--- src/rtl/countdown_timer_hms.sv ---
// BCD HH:MM:SS countdown timer with load validation, pause/resume and a timed alarm.
// Outputs use the clock's packed BCD format and feed the 7-segment decoders directly.
module countdown_timer_hms #(
  parameter int unsigned ALARM_SECS = 10
) (
  input  logic       clk,
  input  logic       reset,
  input  logic       tick_1hz,
  input  logic       load,
  input  logic [7:0] preset_h,
  input  logic [7:0] preset_m,
  input  logic [7:0] preset_s,
  input  logic       start,
  input  logic       pause,
  output logic [7:0] qout_h,
  output logic [7:0] qout_m,
  output logic [7:0] qout_s,
  output logic       running,
  output logic       done,
  output logic       alarm,
  output logic       load_err
);

  localparam int unsigned DW = 8;
  localparam int unsigned CW = 8;

  typedef enum logic [1:0] {IDLE, RUN, PAUSE, ALARM} state_t;

  state_t        state, state_n;
  logic [DW-1:0] h_n, m_n, s_n;
  logic [CW-1:0] acnt, acnt_n;
  logic          running_n, done_n, alarm_n, load_err_n;

  logic [3:0]    ns1, ns10, nm1, nm10, nh1, nh10;
  logic          bs0, bs1, bm0, bm1, bh;
  logic [DW-1:0] dec_h_c, dec_m_c, dec_s_c;
  logic          count_zero_c, dec_zero_c, preset_ok_c;

  // One-second decrement with borrow rippling from seconds up to hour tens.
  always_comb begin
    bs0  = (qout_s[3:0] == 4'd0);
    ns1  = bs0 ? 4'd9 : qout_s[3:0] - 4'd1;
    ns10 = bs0 ? ((qout_s[7:4] == 4'd0) ? 4'd5 : qout_s[7:4] - 4'd1) : qout_s[7:4];
    bs1  = bs0 && (qout_s[7:4] == 4'd0);
    nm1  = bs1 ? ((qout_m[3:0] == 4'd0) ? 4'd9 : qout_m[3:0] - 4'd1) : qout_m[3:0];
    bm0  = bs1 && (qout_m[3:0] == 4'd0);
    nm10 = bm0 ? ((qout_m[7:4] == 4'd0) ? 4'd5 : qout_m[7:4] - 4'd1) : qout_m[7:4];
    bm1  = bm0 && (qout_m[7:4] == 4'd0);
    nh1  = bm1 ? ((qout_h[3:0] == 4'd0) ? 4'd9 : qout_h[3:0] - 4'd1) : qout_h[3:0];
    bh   = bm1 && (qout_h[3:0] == 4'd0);
    nh10 = bh ? qout_h[7:4] - 4'd1 : qout_h[7:4];
    dec_h_c      = {nh10, nh1};
    dec_m_c      = {nm10, nm1};
    dec_s_c      = {ns10, ns1};
    count_zero_c = ({qout_h, qout_m, qout_s} == 24'h000000);
    dec_zero_c   = ({dec_h_c, dec_m_c, dec_s_c} == 24'h000000);
  end

  // Preset is a legal time of day in BCD.
  always_comb begin
    preset_ok_c = (preset_h[3:0] <= 4'd9) && (preset_h <= 8'h23) &&
                  (preset_m[3:0] <= 4'd9) && (preset_m[7:4] <= 4'd5) &&
                  (preset_s[3:0] <= 4'd9) && (preset_s[7:4] <= 4'd5);
  end

  // Next-state and next-output logic; priority load > start > pause > tick.
  always_comb begin
    state_n    = state;
    h_n        = qout_h;
    m_n        = qout_m;
    s_n        = qout_s;
    acnt_n     = acnt;
    done_n     = 1'b0;
    load_err_n = 1'b0;
    if (load) begin
      if (preset_ok_c) begin
        state_n = IDLE;
        h_n     = preset_h;
        m_n     = preset_m;
        s_n     = preset_s;
        acnt_n  = '0;
      end else begin
        load_err_n = 1'b1;
      end
    end else if (start) begin
      case (state)
        IDLE, PAUSE: if (!count_zero_c) state_n = RUN;
        ALARM: begin
          state_n = IDLE;
          acnt_n  = '0;
        end
        default: ;
      endcase
    end else if (pause) begin
      if (state == RUN) state_n = PAUSE;
    end else if (tick_1hz) begin
      case (state)
        RUN: if (!count_zero_c) begin
          h_n = dec_h_c;
          m_n = dec_m_c;
          s_n = dec_s_c;
          if (dec_zero_c) begin
            state_n = ALARM;
            done_n  = 1'b1;
            acnt_n  = '0;
          end
        end
        ALARM: begin
          if (acnt == CW'(ALARM_SECS - 1)) begin
            state_n = IDLE;
            acnt_n  = '0;
          end else begin
            acnt_n = acnt + CW'(1);
          end
        end
        default: ;
      endcase
    end
    running_n = (state_n == RUN);
    alarm_n   = (state_n == ALARM);
  end

  // State, count and registered outputs.
  always_ff @(posedge clk or posedge reset) begin
    if (reset) begin
      state    <= IDLE;
      qout_h   <= '0;
      qout_m   <= '0;
      qout_s   <= '0;
      acnt     <= '0;
      running  <= 1'b0;
      done     <= 1'b0;
      alarm    <= 1'b0;
      load_err <= 1'b0;
    end else begin
      state    <= state_n;
      qout_h   <= h_n;
      qout_m   <= m_n;
      qout_s   <= s_n;
      acnt     <= acnt_n;
      running  <= running_n;
      done     <= done_n;
      alarm    <= alarm_n;
      load_err <= load_err_n;
    end
  end

endmodule

--- config.mk ---
export PLATFORM = sky130hd
export DESIGN_NAME = countdown_timer_hms
export DESIGN_NICKNAME = d
export VERILOG_FILES = /design/src/rtl/countdown_timer_hms.sv
export SDC_FILE = /design/constraint.sdc
export NUM_CORES = 1
export LEC_CHECK = 0
export CELL_PAD_IN_SITES_DETAIL_PLACEMENT = 1
export CELL_PAD_IN_SITES_GLOBAL_PLACEMENT = 2
export CORE_ASPECT_RATIO = 0.7
export CORE_MARGIN = 5
export CORE_UTILIZATION = 37
export DETAILED_ROUTE_END_ITERATION = 10
export DONT_BUFFER_PORTS = 1
export GPL_TIMING_DRIVEN = 0
export PLACE_DENSITY = 0.86
export SYNTH_ARGS = -nofsm -noshare
export SYNTH_HDL_FRONTEND = slang
export SYNTH_SLANG_ARGS = --single-unit
--- constraint.sdc ---
create_clock -name clk -period 3.65 [get_ports clk]
set_input_delay 0.365 -clock clk [delete_from_list [all_inputs] [get_ports clk]]
set_output_delay 0.365 -clock clk [all_outputs]
set_load 0.1 [all_outputs]
==> flow_summary.json, run 1 <==
{
  "cts_tree": "built",
  "hold_path_class": "primary input to async pin",
  "drive_above_1_share": 0.09688,
  "synth-seq-cells": 38,
  "syn_to_final_growth_pct": 9.790,
  "finalCriticalPeriod_ns": 3.359,
  "synthFlopType": "dfrtp_1",
  "leakagePower_nw": 1.078,
  "die_h_microns": 79.71,
  "postCtsHoldBufs": 0,
  "grt_first_pass_wirelength_microns": 14460,
  "worstSetupEndpointType": "flip-flop",
  "dpl.hpwl_microns": 6635,
  "postPlaceCellArea_sq_um": 2686,
  "syn-num-nets": 347,
  "core-area_sq_um": 6756,
  "cts_buffers": 5,
  "cp_max_fo": 10,
  "slew_headroom": 0.2519,
  "crit_required_ns": 3.84,
  "crit_path_max_incr_delay_ns": 0.62,
  "dieArea_sq_um": 8735,
  "setup.worst_path.start_class": "flip-flop",
  "grt-ovfl-total": 0,
  "crit_chain": "inv_1 -> ha_1 -> or4b_1 -> buf_2 -> nor3_4 -> nand4_1 -> buf_4 -> a21o_1 -> clkbuf_1 -> a22o_1",
  "max_freq_ghz": 0.2977,
  "critical_path.top_delay_family": "simple AND/OR/NAND/NOR gates",
  "maxCapViolations": 0,
  "drt_iter0_markers": 210,
  "grt_pass1_vias": 2625,
  "drv_slew": 0,
  "postSynthCellCount": 310,
  "post_synth_num_cell_types": 60,
  "nNetsFinal": 356,
  "worst-path-buf-inv": 4,
  "detail_route.vias_per_cell": 6.196,
  "clk_pin_slew_ns": 0.08,
  "synth_seq_area_share": 0.3702,
  "synth_edf_count": 0,
  "clock_path_buffers": 2,
  "ys_async_sr_fraction": 1.000,
  "routed_wl_microns": 8866,
  "vias": 2565,
  "antenna_found_initial": 0,
  "status": "completed",
  "hold_viol_final": 0,
  "max-vdd-ir-drop_v": 0.0003865,
  "gp_congestion": 0.8377,
  "drt-wirelength-per-cell_microns": 21.42,
  "finalCritPeriodShare": 0.9202,
  "tightest_slew_ns": 1.122,
  "row_count": 25,
  "cts-root-buf": "clkbuf_8",
  "place_inst": 404,
  "die_w_microns": 109.6,
  "ant_nets": 0,
  "slowest_stage": "dfrtp_2",
  "crit_type": "flip-flop to flip-flop",
  "final_cells": 414,
  "syn_area_sq_um": 2569,
  "start_util": 0.3802,
  "skew_ns": 0.005412,
  "dr.pass1.iters": 4,
  "n_antenna_cell": 0,
  "clock_sinks": 38,
  "syn_avg_cell_area_sq_um": 8.286,
  "p_per_area_nw_per_um2": 758.2,
  "critPathArrivalTime_ns": 3.54,
  "grt_max_degree": 39,
  "port_buffers": 0,
  "cts_max_level": 2,
  "rsz0062_at_grt": "no",
  "io_pins": 58,
  "final_area_sq_um": 2820,
  "drc": 0,
  "setup_violations": 0,
  "grt_usage": 0.2139,
  "yosysWarningCount": 0,
  "insertion_delay_ns": 0.29
}
## per-layer routing
| metal | vias to the layer above | part of all wire | global-route usage |
|---|---|---|---|
| met5 | - | 0 | 0 |
| met3 | 6 | 0.088 | 0.06306 |
| met4 | 0 | 0.0069 | 0.03487 |
| met1 | 1309 | 0.47 | 0.3072 |
| li1 | 1177 | - | - |
| met2 | 73 | 0.43 | 0.3216 |
## through the flow
step | power [mW] | setup TNS, ns | worst slack (ns) | utilization | hold WS [ns]
2_1_floorplan | 1.624 | 0 | 0.4956 | - | 0.5357
3_3_place_gp | 1.752 | -1.404 | -0.1508 | 0.3976 | 0.5602
3_5_place_dp | 1.775 | -1.129 | -0.1036 | 0.3976 | 0.4865
4_1_cts | 2.148 | 0 | 0.07763 | 0.4141 | 0.1607
5_1_grt | 2.244 | 0 | 0.05470 | 0.4174 | 0.1966
6_report | 2.138 | 0 | 0.2913 | 0.4174 | 0.1236
## flip-flops by register name (all words and copies together) (netlist names)
| register | flops |
|---|---|
| acnt | 8 |
| qout_h | 8 |
| qout_m | 8 |
| qout_s | 8 |
| state | 2 |
| alarm | 1 |
| done | 1 |
| load_err | 1 |
| running | 1 |
## path summary, 6_finish.rpt
kind | from | to | slack (ns) | cells after the start
setup / recovery | qout_s[0] | qout_h[7] | 0.29 | 10
hold / removal | reset | qout_h[6] | 0.12 | 1
setup reg to reg | qout_s[0] | qout_h[7] | 0.29 | 10
hold reg to reg | acnt[7] | acnt[7] | 0.59 | 2
max in group asynchronous | reset | qout_s[0] | 2.94 | 1
min in group clk | preset_h[5] | qout_h[5] | 0.26 | 2
## cell type report
class | count | area (sq um)
Inverter | 17 | 63.81
Clock inverter | 3 | 40.04
Sequential cell | 38 | 953.4
Tap cell | 94 | 117.6
Multi-Input combinational cell | 241 | 1493
Timing Repair Buffer | 2 | 15.01
Fill cell | 841 | 3936
Buffer | 14 | 68.82
Clock buffer | 5 | 68.82
## worst register-to-register path: stages (launching register included)
cell      delay, ns
dfrtp_2        0.62
inv_1          0.23
ha_1           0.21
or4b_1         0.46
buf_2          0.18
nor3_4         0.40
nand4_1        0.14
buf_4          0.19
a21o_1         0.25
clkbuf_1       0.30
a22o_1         0.29
## placed cells by master, fill, tap and decap left out, drive strengths merged, types with 3 or more instances in the layout
cell     instances
or3              3
inv             17
nor3b            7
nand2           26
o22ai            8
clkbuf          12
nor2            23
nand4            6
nor3            15
ha               7
nor4            10
nand2b           6
mux2             3
nand3           13
o2bb2ai          4
dfrtp           38
o21ai           30
buf              9
a22oi            5
o32ai            3
o211ai           3
o21a             4
and3             3
a21oi           28
## cells by family (layout without fill, tap and decap cells)
family,count (synthesis),count (layout),share of synthesized area
XOR/XNOR,1,1,0.003410
adder cells (fa/ha/maj),7,7,0.03409
buffers and inverters,31,41,0.05163
multiplexers,5,5,0.02094
AO/OA/AOI/OAI,106,106,0.2621
AND/OR/NAND/NOR,122,122,0.2577
flip-flops,38,38,0.3702
## timing repair
action,4_1_cts,5_1_grt
cloned,0,0
setup endpoints to repair,24,21
setup buffers,0,2
resized for setup,2,1
pin swaps,0,1
## cells in the mapped netlist (all sizes together) (2+ instances only)
library cell	n	share of area
dfrtp	38	0.37
o21ai	30	0.058
a21oi	28	0.056
nand2	26	0.038
nor2	23	0.035
inv	17	0.025
nor3	15	0.036
nand3	13	0.025
nor4	10	0.024
o22ai	8	0.019
buf	7	0.017
clkbuf	7	0.010
ha	7	0.034
nor3b	7	0.022
nand2b	6	0.015
nand4	6	0.015
a22oi	5	0.015
o21a	4	0.012
o2bb2ai	4	0.014
and3	3	0.0073
mux2	3	0.013
o211ai	3	0.0088
o32ai	3	0.010
or3	3	0.0093
a211oi	2	0.0058
a21o	2	0.0058
a22o	2	0.0068
a32oi	2	0.0068
mux2i	2	0.0078
nor4b	2	0.0068
o31a	2	0.0068
or2	2	0.0049
or4	2	0.0073
## where the power goes
group / switching (mW) / leakage (nW) / total [mW] / internal [mW]
Clock: 0.167 / 0.0579 / 0.369 / 0.202
Sequential: 0.802 / 0.489 / 1.31 / 0.505
Combinational: 0.272 / 0.531 / 0.463 / 0.191
Power figures use the tool's default switching activity.
==> inputs of run 2 (changes only) <==
Settings changed: CORE_UTILIZATION 37 to 38, CTS_BUF_LIST set to sky130_fd_sc_hd__clkbuf_8, PLACE_DENSITY 0.86 to 0.88.
==> run 2 against run 1 <==
  * Flip-flop and latch count did not move
  * Die area fell by 2.3%
  * Clock skew rose by 0.0018 ns
  * Setup slack got worse by 0.066 ns
  * First-iteration DRC count fell by 27%
  * Largest power group unchanged
  * Core utilization rose by 1.0 points
  * Register-to-register slack got worse by 0.07 ns
==> flow_summary.json, run 2 (synthesis gave the netlist of run 1 again) <==
{
  "maxCapViolations": 0,
  "fin_setup_tns_ns": 0,
  "port_buffers": 0,
  "grt-ovfl-total": 0,
  "ant_nets": 0,
  "leakagePower_nw": 1.091,
  "die_w_microns": 108.3,
  "hold_path_class": "primary input to flip-flop",
  "drt-wirelength-per-cell_microns": 21.53,
  "row_count": 25,
  "pwr-share-comb": 0.218,
  "insertion_delay_ns": 0.29,
  "swShare": 0.5797,
  "setup_violations": 0,
  "p_seq_frac": 0.611,
  "grt_pass1_vias": 2605,
  "power.internal_uw": 899.3,
  "io_pins": 58,
  "clk_pin_slew_ns": 0.08,
  "detail_route.vias_per_cell": 6.101,
  "dieArea_sq_um": 8531,
  "clock_sinks": 38,
  "n_antenna_cell": 0,
  "crit_type": "flip-flop to flip-flop",
  "cp_max_fo": 10,
  "final_area_sq_um": 2850,
  "tightest_slew_ns": 1.153,
  "dpl.hpwl_microns": 6656,
  "slew_headroom": 0.2289,
  "p_switching_mw": 1.240,
  "p_total_mw": 2.139,
  "postPlaceCellArea_sq_um": 2706,
  "fin_util": 0.4278,
  "hold_viol_final": 0,
  "critPathArrivalTime_ns": 3.61,
  "p_per_area_nw_per_um2": 750.6,
  "cts_max_level": 2,
  "start_util": 0.3855,
  "finalCritPeriodShare": 0.9383,
  "cts_buffers": 5,
  "routed_wl_microns": 8957,
  "grt_max_degree": 25,
  "grt_first_pass_wirelength_microns": 14030,
  "die_h_microns": 78.79,
  "setup.worst_path.start_class": "flip-flop",
  "rsz0062_at_grt": "no",
  "finalCriticalPeriod_ns": 3.425,
  "dr.pass1.iters": 4,
  "crit_required_ns": 3.84,
  "grt_usage": 0.2123,
  "cts_tree": "built",
  "p_clk_frac": 0.171,
  "cts-root-buf": "clkbuf_8",
  "reg2reg_setup_slack_ns": 0.23,
  "drive_above_1_share": 0.09938,
  "nNetsFinal": 358,
  "drt_iter0_markers": 153,
  "clock_path_buffers": 2,
  "skew_ns": 0.007176,
  "status": "completed",
  "antenna_found_initial": 0,
  "syn_to_final_growth_pct": 10.96,
  "vias": 2538,
  "layout_commonest_cell": "dfrtp_1",
  "final_cell_mix": "dfrtp_1, o21ai_0, a21oi_1, nand2_1, nor2_1",
  "worstSetupEndpointType": "flip-flop",
  "drc": 0,
  "drv_slew": 0,
  "core-area_sq_um": 6663,
  "setup_ws_ns": 0.2254,
  "max_freq_ghz": 0.2920,
  "max-vdd-ir-drop_v": 0.0002914,
  "place_ws_ns": -0.1495,
  "gp_congestion": 0.8522
}
==> run 2: power groups by stage <==
stage                     combinational, mW  clock, mW  sequential [mW]
after floorplan                       0.364          0             1.26
after global placement                0.441          0             1.31
after detailed placement              0.461          0             1.31
after CTS                             0.468      0.372             1.31
after global routing                  0.521      0.393             1.33
final                                 0.467      0.367             1.31
==> run 2: layout make-up <==
type                    instances  area (sq um)
repair buffers                  4         45.04
clock inverters                 3         40.04
flip-flops and latches         38         953.4
plain buffers                  14         68.82
well taps                      94         117.6
fillers                       814          3812
clock buffers                   5         68.82
inverters                      17         63.81
multi-input cells             241          1493
==> run 2: layer usage <==
layer  global-route usage  share of wire  vias to the layer above
met1               0.3048           0.47                     1260
met2               0.3170           0.42                       88
met4              0.05044         0.0077                        0
met5                    0              0                        -
met3              0.05849          0.098                        6
li1                     -              -                     1184
==> run 2: worst max-delay path: stages (launching register included) <==
cell and delay, ns:
dfrtp_2 0.62, inv_1 0.23, ha_1 0.21, or4b_1 0.45, buf_2 0.18, nor3_4 0.43, nand4_1 0.15, buf_4 0.20
a21o_1 0.24, clkbuf_1 0.32, a22o_1 0.30
==> run 2: timing repair <==
action / in CTS / in global routing
hold endpoints to repair: 14 / 0
pin swaps: 0 / 1
setup buffers: 0 / 2
gates resized for setup: 2 / 1
setup endpoints to repair: 24 / 22
hold buffers: 1 / 0
==> run 2: final timing paths <==
path,cells after the start,startpoint,endpoint
hold / removal,2,preset_m[3],qout_m[3]
hold reg to reg,2,acnt[7],acnt[7]
max in group asynchronous,3,reset,qout_m[4]
setup reg to reg,10,qout_s[0],qout_h[7]
setup / recovery,10,qout_s[0],qout_h[7]
min in group asynchronous,2,reset,qout_h[7]
==> run 2: stage by stage <==
stage	instances	hold WS, ns
after global routing	416	0.2648
after detailed placement	405	0.2534
after global placement	404	0.5631
after CTS	414	0.2681
final	416	0.2700
after floorplan	310	0.5357
